**src/rtl/uart_tx_fifo_if.sv**
```systemverilog
// Producer and transmitter signals of the UART transmit FIFO.
// The FIFO takes the slave view; the surrounding logic takes the master view.
interface uart_tx_fifo_if #(
    parameter int DEPTH_LOG2 = 4
);
    logic                  wr_en;
    logic [7:0]            wr_data;
    logic                  full;
    logic                  empty;
    logic [DEPTH_LOG2:0]   level;
    logic                  overflow;
    logic                  tx_busy;
    logic [7:0]            tx_data;
    logic                  tx_wrsig;

    modport master (
        output wr_en, wr_data, tx_busy,
        input  full, empty, level, overflow, tx_data, tx_wrsig
    );

    modport slave (
        input  wr_en, wr_data, tx_busy,
        output full, empty, level, overflow, tx_data, tx_wrsig
    );
endinterface

```
**src/rtl/uart_tx_fifo.sv**
```systemverilog
// Byte FIFO feeding a UART transmitter, one start strobe per byte
// whenever the transmitter is idle; dropped pushes raise a sticky flag.
module uart_tx_fifo #(
    parameter int DEPTH_LOG2   = 4,
    parameter int BUSY_TIMEOUT = 4
) (
    input logic           clk,
    input logic           rst,
    uart_tx_fifo_if.slave bus
);
    localparam int DEPTH = 1 << DEPTH_LOG2;
    localparam int CW    = $clog2(BUSY_TIMEOUT + 1);
    localparam logic [DEPTH_LOG2:0] FULL_LVL = (DEPTH_LOG2 + 1)'(DEPTH);

    typedef enum logic [1:0] {
        IDLE,
        LOAD,
        WAIT_BUSY,
        WAIT_DONE
    } state_t;

    state_t                state;
    logic [7:0]            mem [DEPTH];
    logic [DEPTH_LOG2-1:0] wr_ptr;
    logic [DEPTH_LOG2-1:0] rd_ptr;
    logic [DEPTH_LOG2:0]   level;
    logic [DEPTH_LOG2:0]   level_nxt;
    logic                  full;
    logic                  empty;
    logic                  overflow;
    logic [7:0]            tx_data;
    logic                  tx_wrsig;
    logic [CW-1:0]         cnt;
    logic                  push;
    logic                  pop;

    assign push = bus.wr_en && !full;
    assign pop  = (state == IDLE) && !empty && !bus.tx_busy;

    always_comb begin
        level_nxt = level;
        if (push && !pop)
            level_nxt = level + 1'b1;
        else if (pop && !push)
            level_nxt = level - 1'b1;
    end

    always_ff @(posedge clk) begin
        if (push)
            mem[wr_ptr] <= bus.wr_data;
    end

    always_ff @(posedge clk) begin
        if (rst) begin
            wr_ptr   <= '0;
            rd_ptr   <= '0;
            level    <= '0;
            full     <= 1'b0;
            empty    <= 1'b1;
            overflow <= 1'b0;
        end else begin
            if (push)
                wr_ptr <= wr_ptr + 1'b1;
            if (pop)
                rd_ptr <= rd_ptr + 1'b1;
            // full is the pre-update flag, so a same-cycle pop never rescues the push
            if (bus.wr_en && full)
                overflow <= 1'b1;
            level <= level_nxt;
            full  <= (level_nxt == FULL_LVL);
            empty <= (level_nxt == '0);
        end
    end

    always_ff @(posedge clk) begin
        if (rst) begin
            state    <= IDLE;
            tx_data  <= 8'h00;
            tx_wrsig <= 1'b0;
            cnt      <= '0;
        end else begin
            unique case (state)
                IDLE: begin
                    if (pop) begin
                        state    <= LOAD;
                        tx_data  <= mem[rd_ptr];
                        tx_wrsig <= 1'b1;
                    end
                end
                LOAD: begin
                    state    <= WAIT_BUSY;
                    tx_wrsig <= 1'b0;
                    cnt      <= '0;
                end
                WAIT_BUSY: begin
                    if (bus.tx_busy) begin
                        state <= WAIT_DONE;
                    end else begin
                        cnt <= cnt + 1'b1;
                        // no busy response: count the byte as sent, no retry
                        if (cnt == CW'(BUSY_TIMEOUT - 1))
                            state <= IDLE;
                    end
                end
                WAIT_DONE: begin
                    if (!bus.tx_busy)
                        state <= IDLE;
                end
                default: state <= IDLE;
            endcase
        end
    end

    assign bus.full     = full;
    assign bus.empty    = empty;
    assign bus.level    = level;
    assign bus.overflow = overflow;
    assign bus.tx_data  = tx_data;
    assign bus.tx_wrsig = tx_wrsig;
endmodule
```
**src/flat_wrapper.sv**
```systemverilog
// flat-port wrapper written by rule: the top's interface ports become plain ports
module uart_tx_fifo_flat 
#(
    parameter int DEPTH_LOG2   = 4,
    parameter int BUSY_TIMEOUT = 4
)
  (clk, rst, bus_wr_en, bus_wr_data, bus_tx_busy, bus_full, bus_empty, bus_level, bus_overflow, bus_tx_data, bus_tx_wrsig);
  uart_tx_fifo_if #(.DEPTH_LOG2(DEPTH_LOG2)) bus_i ();
  input logic clk;
  input logic rst;
  input wire logic [$bits(bus_i.wr_en)-1:0] bus_wr_en;
  input wire logic [$bits(bus_i.wr_data)-1:0] bus_wr_data;
  input wire logic [$bits(bus_i.tx_busy)-1:0] bus_tx_busy;
  output wire logic [$bits(bus_i.full)-1:0] bus_full;
  output wire logic [$bits(bus_i.empty)-1:0] bus_empty;
  output wire logic [$bits(bus_i.level)-1:0] bus_level;
  output wire logic [$bits(bus_i.overflow)-1:0] bus_overflow;
  output wire logic [$bits(bus_i.tx_data)-1:0] bus_tx_data;
  output wire logic [$bits(bus_i.tx_wrsig)-1:0] bus_tx_wrsig;
  assign bus_i.wr_en = bus_wr_en;
  assign bus_i.wr_data = bus_wr_data;
  assign bus_i.tx_busy = bus_tx_busy;
  assign bus_full = bus_i.full;
  assign bus_empty = bus_i.empty;
  assign bus_level = bus_i.level;
  assign bus_overflow = bus_i.overflow;
  assign bus_tx_data = bus_i.tx_data;
  assign bus_tx_wrsig = bus_i.tx_wrsig;
  uart_tx_fifo #(.DEPTH_LOG2(DEPTH_LOG2), .BUSY_TIMEOUT(BUSY_TIMEOUT)) u_core (.clk(clk), .rst(rst), .bus(bus_i));
endmodule
```
**config.mk**
```make
export PLATFORM = sky130hd
export DESIGN_NAME = uart_tx_fifo_flat
export DESIGN_NICKNAME = d
export VERILOG_FILES = /design/src/rtl/uart_tx_fifo_if.sv /design/src/rtl/uart_tx_fifo.sv /design/src/flat_wrapper.sv
export SDC_FILE = /design/constraint.sdc
export NUM_CORES = 1
export LEC_CHECK = 0
export ABC_CLOCK_PERIOD_IN_PS = 2130
export BUFFER_PORTS_ARGS = -buffer_cell sky130_fd_sc_hd__buf_2
export CELL_PAD_IN_SITES_DETAIL_PLACEMENT = 0
export CELL_PAD_IN_SITES_GLOBAL_PLACEMENT = 1
export CORE_MARGIN = 8
export CORE_UTILIZATION = 45
export CTS_BUF_LIST = sky130_fd_sc_hd__clkbuf_2
export DETAILED_ROUTE_END_ITERATION = 10
export PLACE_DENSITY_LB_ADDON = 0.1
export SLEW_MARGIN = 25
export SYNTH_ARGS = -nofsm -noshare
export SYNTH_HDL_FRONTEND = slang
export SYNTH_SLANG_ARGS = --single-unit
export TNS_END_PERCENT = 10
```
**constraint.sdc**
```tcl
create_clock -name clk -period 2.13 [get_ports clk]
set_input_delay 0.426 -clock clk [delete_from_list [all_inputs] [get_ports clk]]
set_output_delay 0.426 -clock clk [all_outputs]
set_load 0.05 [all_outputs]
```
==> impl_metrics.env, run 1 <==
export IMPL_status="finished, final reports clean"
export IMPL_cts_sinks=158
export IMPL_setup_tns_ns=0
export IMPL_post_cts_resized=0
export IMPL_fillers=1234
export IMPL_worst_setup_path_start_kind="flop"
export IMPL_drt_iter0_markers=234
export IMPL_io_buffers=28
export IMPL_yosysWarnings=0
export IMPL_fp_dieW_um=134
export IMPL_tightest_slew_ns=0.446
export IMPL_synth_async_sr_flop_share=0
export IMPL_grt_max_degree=36
export IMPL_highest_layer="met4"
export IMPL_wl_met2_um=5830
export IMPL_critPathMaxStageDelay_ns=0.38
export IMPL_wl_per_cell_um=19.3
export IMPL_met1Wirelength_um=5910
export IMPL_finalHoldViolations=0
export IMPL_critical_path_class="flop to output pin"
export IMPL_grt_pass1_vias=3462
export IMPL_wl_met3_um=627
export IMPL_switching_share=0.300
export IMPL_drt_pass1_iterations=5
export IMPL_synth_edff_count=128
export IMPL_end_kind="output pin"
export IMPL_arrival_ns=1.48
export IMPL_grt_pass1_wl_um=19600
export IMPL_clockPowerShare=0.236
export IMPL_synth_flop_cell="edfxtp_1"
export IMPL_finalSetupViolCount=0
export IMPL_cts_buffers=17
export IMPL_ys_types=42
export IMPL_cp_cell_sequence="buf_4 -> buf_2"
export IMPL_syn_inst=383
export IMPL_seq_power_share=0.542
export IMPL_hold_ws_ns=0.516
export IMPL_maxCapViolCount=0
export IMPL_netlist_area_um2=6280
export IMPL_ys_ff_latch=158
export IMPL_cts_tree="yes"
export IMPL_worst_path_max_delay_cell="dfxtp_1"
export IMPL_ant_nets=0
export IMPL_overflow=0
export IMPL_antenna_found_initial=1
export IMPL_vias=3353
export IMPL_clockBufferDepth=2
export IMPL_min_path_type="flop to flop"
export IMPL_hold_buffers=5
export IMPL_drcViolationCount=0
export IMPL_fin_crit_ns=1.90
export IMPL_core_area_um2=13800
export IMPL_drt_wl_total_um=12400
export IMPL_cts_max_level=4
export IMPL_multi_input_area_um2=1710
export IMPL_clock_latency_ns=0.69
export IMPL_track_usage=0.148
export IMPL_period_share=0.894
export IMPL_comb_power_share=0.222
export IMPL_die_h_um=134
export IMPL_drive_above_1_share=0.273
export IMPL_finalNetCount=470
export IMPL_viasPerCell=5.22
export IMPL_area_delta_synth_final_pct=13.6
export IMPL_die_area_um2=18000
export IMPL_p_sw_uw=1970
export IMPL_slew_headroom=0.703
export IMPL_cts_root_buffer="clkbuf_2"
export IMPL_dpl_hpwl_um=8130
export IMPL_avgSynthCellArea_um2=16.4
export IMPL_row_count=43
export IMPL_power_density_nw_per_um2=918
export IMPL_path_clk_slew_ns=0.22
export IMPL_skew_ns=0.0242
export IMPL_p_leak_uw=0.00239
export IMPL_required_ns=1.70
export IMPL_cts_setup_buffers=0
export IMPL_synthesis_nets=404
export IMPL_seq_area_frac_synth=0.707
export IMPL_ir_worst_vdd_mv=0.405
export IMPL_initial_core_util=0.456
export IMPL_seqCellArea_um2=4450
export IMPL_fmax_mhz=525
export IMPL_globalplace_congestion=0.795
export IMPL_cp_max_fo=7
export IMPL_p_int_uw=4580
export IMPL_rsz0062_at_grt="false"
export IMPL_slew_violations=0
export IMPL_ioPinCount=29
## path summary, 6_finish.rpt
check,from,cells after the start,slack (ns),endpoint
worst max-delay path,u_core.bus.level[0],2,0.23,bus_level[0]
worst min-delay path,u_core.bus.tx_data[6],2,0.52,u_core.bus.tx_data[6]
worst max register to register,u_core.rd_ptr[0],6,0.26,u_core.bus.tx_data[6]
worst min register to register,u_core.bus.tx_data[6],2,0.52,u_core.bus.tx_data[6]
## cells by family (layout without fill, tap and decap cells)
family,after synthesis,count (layout),share of synthesized area
compound gates,53,53,0.0556
other cells,0,1,0
simple gates,91,91,0.0683
buf+inv,30,108,0.0209
flops,158,158,0.707
xor+xnor,7,7,0.00976
fa+ha+maj,9,9,0.0179
mux,35,35,0.120
## power by group through the flow
stage	registers, uW	clock network [uW]	logic, uW
5_1_grt	3570	1730	1580
3_5_place_dp	3620	0	1450
6_report	3550	1550	1450
4_1_cts	3550	1610	1460
2_1_floorplan	3840	0	816
3_3_place_gp	3620	0	1440
## metal layers
metal / global-route usage / up-vias
met2: 0.228 / 59
met5: 0 / -
met4: 0.0524 / 0
met1: 0.197 / 1673
met3: 0.0393 / 2
li1: - / 1619
## flip-flops by register name, indices dropped and copies added, names as in the netlist
signal,count
u_core.bus.tx_data,8
u_core.bus.full,1
u_core.state,2
u_core.bus.overflow,1
u_core.cnt,3
u_core.bus.level,5
u_core.mem,128
u_core.wr_ptr,4
u_core.bus.tx_wrsig,1
u_core.rd_ptr,4
u_core.bus.empty,1
## placed cells by master (no fill, tap or decap), types with 9 or more instances in the layout
master	count
dlygate4sd3_1	12
nor2_1	41
a22oi_1	16
nand2_1	19
edfxtp_1	128
clkbuf_2	19
a21oi_1	26
ha_1	9
dfxtp_1	29
buf_4	27
mux4_2	32
buf_2	28
## layout make-up
class / count / area share
Sequential cell: 158 / 0.623
Multi-Input combinational cell: 195 / 0.240
Timing Repair Buffer: 69 / 0.0705
Tap cell: 180 / 0.0316
Clock inverter: 12 / 0.0170
Clock buffer: 19 / 0.0133
Inverter: 8 / 0.00421
Antenna cell: 1 / 0.000351
## metrics by stage
step / instance area (um2) / total power, uW / std cells / worst slack, ns / util
3_5_place_dp: 6800 / 5080 / 598 / 0.211 / 0.494
2_1_floorplan: 6280 / 4660 / 383 / 0.0103 / -
5_1_grt: 7140 / 6890 / 642 / 0.0643 / 0.518
3_3_place_gp: 6800 / 5060 / 598 / 0.218 / 0.494
4_1_cts: 7060 / 6630 / 634 / 0.129 / 0.513
6_report: 7140 / 6550 / 642 / 0.226 / 0.518
## worst max-delay path: cells and delay by family, from the launching register on
family	cells	cell delay, ns
buffers and inverters	2	0.41
DFF	1	0.38
## synth_stat cells, types with 3 or more instances
| cell | count | area [um2] |
|---|---|---|
| mux4_2 | 32 | 721 |
| a22oi_1 | 16 | 120 |
| xnor2_1 | 3 | 26.3 |
| a21oi_1 | 26 | 130 |
| ha_1 | 9 | 113 |
| nand2b_1 | 5 | 31.3 |
| xor2_1 | 4 | 35.0 |
| edfxtp_1 | 128 | 3840 |
| nor2b_1 | 4 | 25.0 |
| buf_1 | 5 | 18.8 |
| clkbuf_1 | 9 | 33.8 |
| nor3_1 | 4 | 20.0 |
| nand3_1 | 5 | 25.0 |
| nor2_1 | 41 | 154 |
| buf_2 | 6 | 30.0 |
| nand2_1 | 19 | 71.3 |
| inv_1 | 8 | 30.0 |
| dfxtp_1 | 30 | 601 |
Note: power is estimated with default switching activity, not from simulation.
==> inputs of run 2 (changes only) <==
ABC_AREA = 1   (was default)
==> run 2 against run 1 <==
Register-to-register slack improved by 0.24 ns. Sequential cell count unchanged. Hold slack got worse by 0.42 ns. First-iteration DRC count increased by 56%. Worst setup slack got worse by 0.059 ns. Wire length increased by 24%. Synthesized cell count increased by 65%.
==> impl_metrics.env, run 2 <==
export IMPL_status="finished, final reports clean"
export IMPL_critical_path_class="flop to output pin"
export IMPL_drcViolationCount=0
export IMPL_fin_cells=879
export IMPL_vias=4486
export IMPL_setup_tns_ns=0
export IMPL_track_usage=0.173
export IMPL_synth_top_cell_by_area="edfxtp_1"
export IMPL_ys_ff_latch=158
export IMPL_worst_path_max_delay_cell="dfxtp_1"
export IMPL_syn_inst=632
export IMPL_hold_buffers=4
export IMPL_cp_num_buf_inv=1
export IMPL_ys_types=28
export IMPL_path_clk_slew_ns=0.21
export IMPL_io_buffers=28
export IMPL_ioPinCount=29
export IMPL_seq_area_frac_synth=0.673
export IMPL_worst_setup_path_start_kind="flop"
export IMPL_synthesis_nets=653
export IMPL_wl_met2_um=7500
export IMPL_synth_most_common_cell="nor2_1"
export IMPL_power_density_nw_per_um2=1050
export IMPL_min_path_type="input pin to flop"
export IMPL_highest_layer="met4"
export IMPL_met1Wirelength_um=6940
export IMPL_cts_root_buffer="clkbuf_2"
export IMPL_finalHoldViolations=0
export IMPL_ant_nets=0
export IMPL_cts_setup_buffers=0
export IMPL_area_delta_synth_final_pct=12.2
export IMPL_cts_buffers=17
export IMPL_antenna_found_initial=1
export IMPL_design_area_um2=7410
export IMPL_largest_register="u_core.mem"
export IMPL_clockBufferDepth=2
export IMPL_fillers=1285
export IMPL_postPlaceCellArea_um2=7040
export IMPL_core_area_um2=14400
export IMPL_required_ns=1.70
export IMPL_synth_commonest_cells="nor2_1 (156), edfxtp_1 (128), nand3_1 (68)"
export IMPL_critPathTopFamily="flip-flops"
export IMPL_p_leak_uw=0.00277
export IMPL_die_area_um2=18800
export IMPL_grt_pass1_wl_um=24200
export IMPL_largest_register_ffs=128
export IMPL_slew_violations=0
export IMPL_initial_core_util=0.458
export IMPL_die_h_um=137
export IMPL_avgSynthCellArea_um2=10.5
export IMPL_cp_max_fo=7
export IMPL_overflow=0
export IMPL_cts_tree="yes"
export IMPL_synthTopCellsByArea="edfxtp_1 (58%), dfxtp_1 (9.1%), nor2_1 (8.9%)"
export IMPL_slew_headroom=0.612
export IMPL_grt_max_degree=75
export IMPL_skew_ns=0.0300
export IMPL_end_kind="output pin"
export IMPL_fmax_mhz=509
export IMPL_arrival_ns=1.54
export IMPL_post_cts_resized=0
export IMPL_viasPerCell=5.10
export IMPL_wl_met3_um=604
export IMPL_finalNetCount=704
export IMPL_mostFrequentLayoutCells="nor2_1 (156), edfxtp_1 (128), nand3_1 (68)"
export IMPL_maxCapViolCount=0
export IMPL_cts_sinks=158
export IMPL_synth_edff_count=128
export IMPL_drt_pass1_iterations=4
export IMPL_wl_per_cell_um=17.5
export IMPL_netlist_area_um2=6610
export IMPL_synth_flop_cell="edfxtp_1"
export IMPL_multi_input_area_um2=1850
export IMPL_ir_worst_vdd_mv=0.544
export IMPL_yosysWarnings=0
export IMPL_finalSetupViolCount=0
export IMPL_grt_pass1_vias=4394
export IMPL_rsz0062_at_grt="false"
export IMPL_yosysTopAreaCellShare=0.582
export IMPL_reg_top3="u_core.mem: 128 flops, u_core.bus.tx_data: 8 flops, u_core.bus.level: 5 flops"
export IMPL_drive_above_1_share=0.135
export IMPL_clock_latency_ns=0.72
export IMPL_globalplace_congestion=0.797
export IMPL_dpl_hpwl_um=10000
export IMPL_layout_commonest_cell="nor2_1"
export IMPL_critPathMaxStageDelay_ns=0.51
export IMPL_fin_crit_ns=1.96
export IMPL_cts_max_level=4
export IMPL_synth_async_sr_flop_share=0
export IMPL_tightest_slew_ns=0.579
export IMPL_drt_iter0_markers=366
export IMPL_fp_dieW_um=137
export IMPL_period_share=0.922
export IMPL_drt_wl_total_um=15400
export IMPL_row_count=44
export IMPL_dp_cells=839
export IMPL_cp_cell_sequence="buf_2"
export IMPL_seqCellArea_um2=4450
run 2: cell types whose count changed after synthesis, moves of 16 or more:
cell and change:
o21ai_0 +62, nand2_1 +41, mux4_2 -32, nand3_1 +63, nor2_1 +115, a22oi_1 -16
inv_1 +30
run 2: path summary, 6_finish.rpt:
check / from / end / slack (ns) / cells past startpoint
min reg2reg: u_core.bus.tx_wrsig / u_core.bus.tx_wrsig / 0.47 / 2
min: bus_wr_data[0] / u_core.mem[9][0] / 0.10 / 1
max reg2reg: u_core.rd_ptr[0] / u_core.bus.tx_data[2] / 0.50 / 10
max: u_core.bus.level[1] / bus_level[1] / 0.17 / 1
run 2: cell families (layout without fill, tap and decap cells):
logic type | count (synthesis) | count (layout) | share of synthesized area
and+or+nand+nor | 299 | 299 | 0.189
buffers and inverters | 74 | 136 | 0.0481
other | 0 | 1 | 0
DFF | 158 | 158 | 0.673
AOI/OAI and AO/OA | 91 | 91 | 0.0721
xor gates and xnor gates | 1 | 1 | 0.00133
adders and majority gates | 9 | 9 | 0.0170
run 2: layout make-up:
type                    instances  area share
multi-input cells             400       0.249
repair buffers                 61      0.0587
clock buffers                  18      0.0122
inverters                      45      0.0228
flip-flops and latches        158       0.600
well taps                     184      0.0311
diodes                          1    0.000338
clock inverters                12      0.0263
run 2: metrics by stage:
| step | setup slack [ns] | power, uW | utilization | hold WS, ns |
|---|---|---|---|---|
| after global routing | 0.00669 | 8290 | 0.514 | 0.00342 |
| after floorplan | 0.437 | 5370 | - | 0.428 |
| after CTS | 0.0626 | 7890 | 0.510 | 0.0221 |
| after detailed placement | 0.425 | 6010 | 0.488 | 0.452 |
| after global placement | 0.442 | 5970 | 0.488 | 0.446 |
| final | 0.166 | 7810 | 0.514 | 0.100 |
run 2: power by group:
group / internal [uW] / switching, uW / total [uW]
sequential: 3530 / 132 / 3660
clock: 873 / 1020 / 1890
combinational: 655 / 1600 / 2260
total: 5060 / 2750 / 7810
run 2: worst register-to-register path, delay by kind of cell (launching register included):
kind            cells  cell delay (ns)
flops               1             0.38
buf+inv             3             0.62
compound gates      1             0.09
simple gates        6             0.53
run 2: routing by layer:
layer  track usage  vias to the layer above
li1              -                     2259
met1         0.225                     2129
met2         0.268                       84
met3        0.0460                       14
met4        0.0742                        0
met5             0                        -
==> inputs of run 3 (changes only) <==
CORE_UTILIZATION = 46   (was 45)
==> run 3 against run 2 <==
Non-clock buffer count decreased by 3. Sequential share of layout area increased by 0.53 points. Combinational power about the same. Largest cell class unchanged. Critical path type unchanged. Final cell count decreased by 0.23%. Global-route usage increased by 0.23 points. Clock skew decreased by 0.0060 ns. Fmax increased by 0.74%.
==> impl_metrics.env, run 3 (synthesis results as in run 2) <==
export IMPL_mostFrequentLayoutCells="nor2_1 (156), edfxtp_1 (128), nand3_1 (68)"
export IMPL_globalplace_congestion=0.810
export IMPL_setup_tns_ns=0
export IMPL_diodes=0
export IMPL_ant_nets=0
export IMPL_cp_num_buf_inv=1
export IMPL_post_cts_resized=0
export IMPL_rr_worst_depth=9
export IMPL_utilization=0.515
export IMPL_overflow=0
export IMPL_r2r_slack_ns=0.51
export IMPL_finalSetupViolCount=0
export IMPL_vias=4615
export IMPL_drt_iter0_markers=341
export IMPL_critPathTopFamily="flip-flops"
export IMPL_drcViolationCount=0
export IMPL_wl_per_cell_um=17.6
export IMPL_tightest_slew_ns=0.463
export IMPL_antenna_found_initial=0
export IMPL_row_count=44
export IMPL_finalHoldViolations=0
export IMPL_viasPerCell=5.26
export IMPL_ioPinCount=29
export IMPL_p_leak_uw=0.00273
export IMPL_fmax_mhz=513
export IMPL_grt_max_degree=75
export IMPL_critical_path_class="flop to output pin"
export IMPL_worst_setup_path_start_kind="flop"
export IMPL_cts_sinks=158
export IMPL_largest_register="u_core.mem"
export IMPL_r2r_start="u_core.rd_ptr[0]"
export IMPL_required_ns=1.70
export IMPL_dp_cells=841
export IMPL_finalNetCount=701
export IMPL_clockBufferDepth=2
export IMPL_worst_path_max_delay_cell="dfxtp_1"
export IMPL_skew_ns=0.0241
export IMPL_track_usage=0.175
export IMPL_cts_root_buffer="clkbuf_2"
export IMPL_area_delta_synth_final_pct=11.2
export IMPL_slew_headroom=0.692
export IMPL_min_path_type="input pin to flop"
export IMPL_grt_pass1_vias=4472
export IMPL_r2r_end="u_core.bus.tx_data[6]"
export IMPL_layout_commonest_cell="nor2_1"
export IMPL_drive_above_1_share=0.143
export IMPL_drt_pass1_iterations=5
export IMPL_cts_tree="yes"
export IMPL_critPathMaxStageDelay_ns=0.51
export IMPL_cp_max_fo=8
export IMPL_fp_dieW_um=136
export IMPL_grt_pass1_wl_um=24300
export IMPL_ir_worst_vdd_mv=0.585
export IMPL_path_clk_slew_ns=0.23
export IMPL_die_area_um2=18500
export IMPL_arrival_ns=1.52
export IMPL_slew_violations=0
export IMPL_end_kind="output pin"
export IMPL_hold_path_end="u_core.mem[15][0]"
export IMPL_clock_latency_ns=0.71
export IMPL_hold_depth=1
export IMPL_pre_cts_ws_ns=0.397
export IMPL_cp_cell_sequence="buf_2"
export IMPL_maxCapViolCount=0
export IMPL_initial_core_util=0.463
export IMPL_period_share=0.915
export IMPL_io_buffers=28
export IMPL_fin_ws_ns=0.181
export IMPL_fin_crit_ns=1.95
export IMPL_power_density_nw_per_um2=1040
export IMPL_status="finished, final reports clean"
export IMPL_cts_buffers=17
export IMPL_reg_top3="u_core.mem: 128 flops, u_core.bus.tx_data: 8 flops, u_core.bus.level: 5 flops"
export IMPL_fin_cells=877
export IMPL_core_area_um2=14300
export IMPL_largest_register_ffs=128
export IMPL_drt_wl_total_um=15400
export IMPL_dpl_hpwl_um=10200
export IMPL_die_h_um=136
export IMPL_min_from="bus_wr_data[0]"
export IMPL_rsz0062_at_grt="false"
export IMPL_cts_max_level=4
==> run 3: power by group <==
part           total, uW  leakage, uW  internal [uW]  switching, uW
clock network       1730     0.000139            655           1070
logic               2260      0.00119            656           1600
registers           3670      0.00140           3530            135
total               7650      0.00273           4840           2810
==> run 3: what timing repair did <==
item | in CTS | in global routing
hold buffers | 3 | 1
setup endpoints to repair | 0 | 0
setup buffers | 0 | 0
endpoints found under the hold margin | 4 | 8
==> run 3: worst max path at each step <==
stage | from | to | slack (ns) | cells after the start
global placement | bus_tx_busy | u_core.rd_ptr[0] | 0.39 | 6
floorplan | u_core.bus.level[0] | u_core.bus.empty | 0.44 | 7
detailed placement | bus_tx_busy | u_core.rd_ptr[0] | 0.40 | 6
finish | u_core.bus.level[2] | bus_level[2] | 0.18 | 1
CTS | u_core.bus.level[0] | bus_level[0] | 0.09 | 1
global route | u_core.bus.level[2] | bus_level[2] | 0.03 | 1
==> run 3: area by class of cell <==
cell class	instances	area, um2
clock buffers	18	90.1
flip-flops and latches	158	4450
multi-input cells	400	1850
well taps	184	230
inverters	45	169
repair buffers	58	400
fillers	1329	6910
clock inverters	14	168
==> run 3: through the flow <==
step	area [um2]	hold slack [ns]	power, uW
after floorplan	6610	0.428	5370
after global placement	7050	0.449	5990
after detailed placement	7050	0.451	6000
after CTS	7340	0.0234	7730
after global routing	7350	0.00232	8130
final	7350	0.0880	7650
==> run 3: routing by layer <==
metal  GRT usage  up-vias  part of all wire
met5           0        -                 0
met3      0.0395       14             0.036
met4      0.0543        0             0.013
li1            -     2258                 -
met2       0.290       86              0.50
met1       0.225     2257              0.45
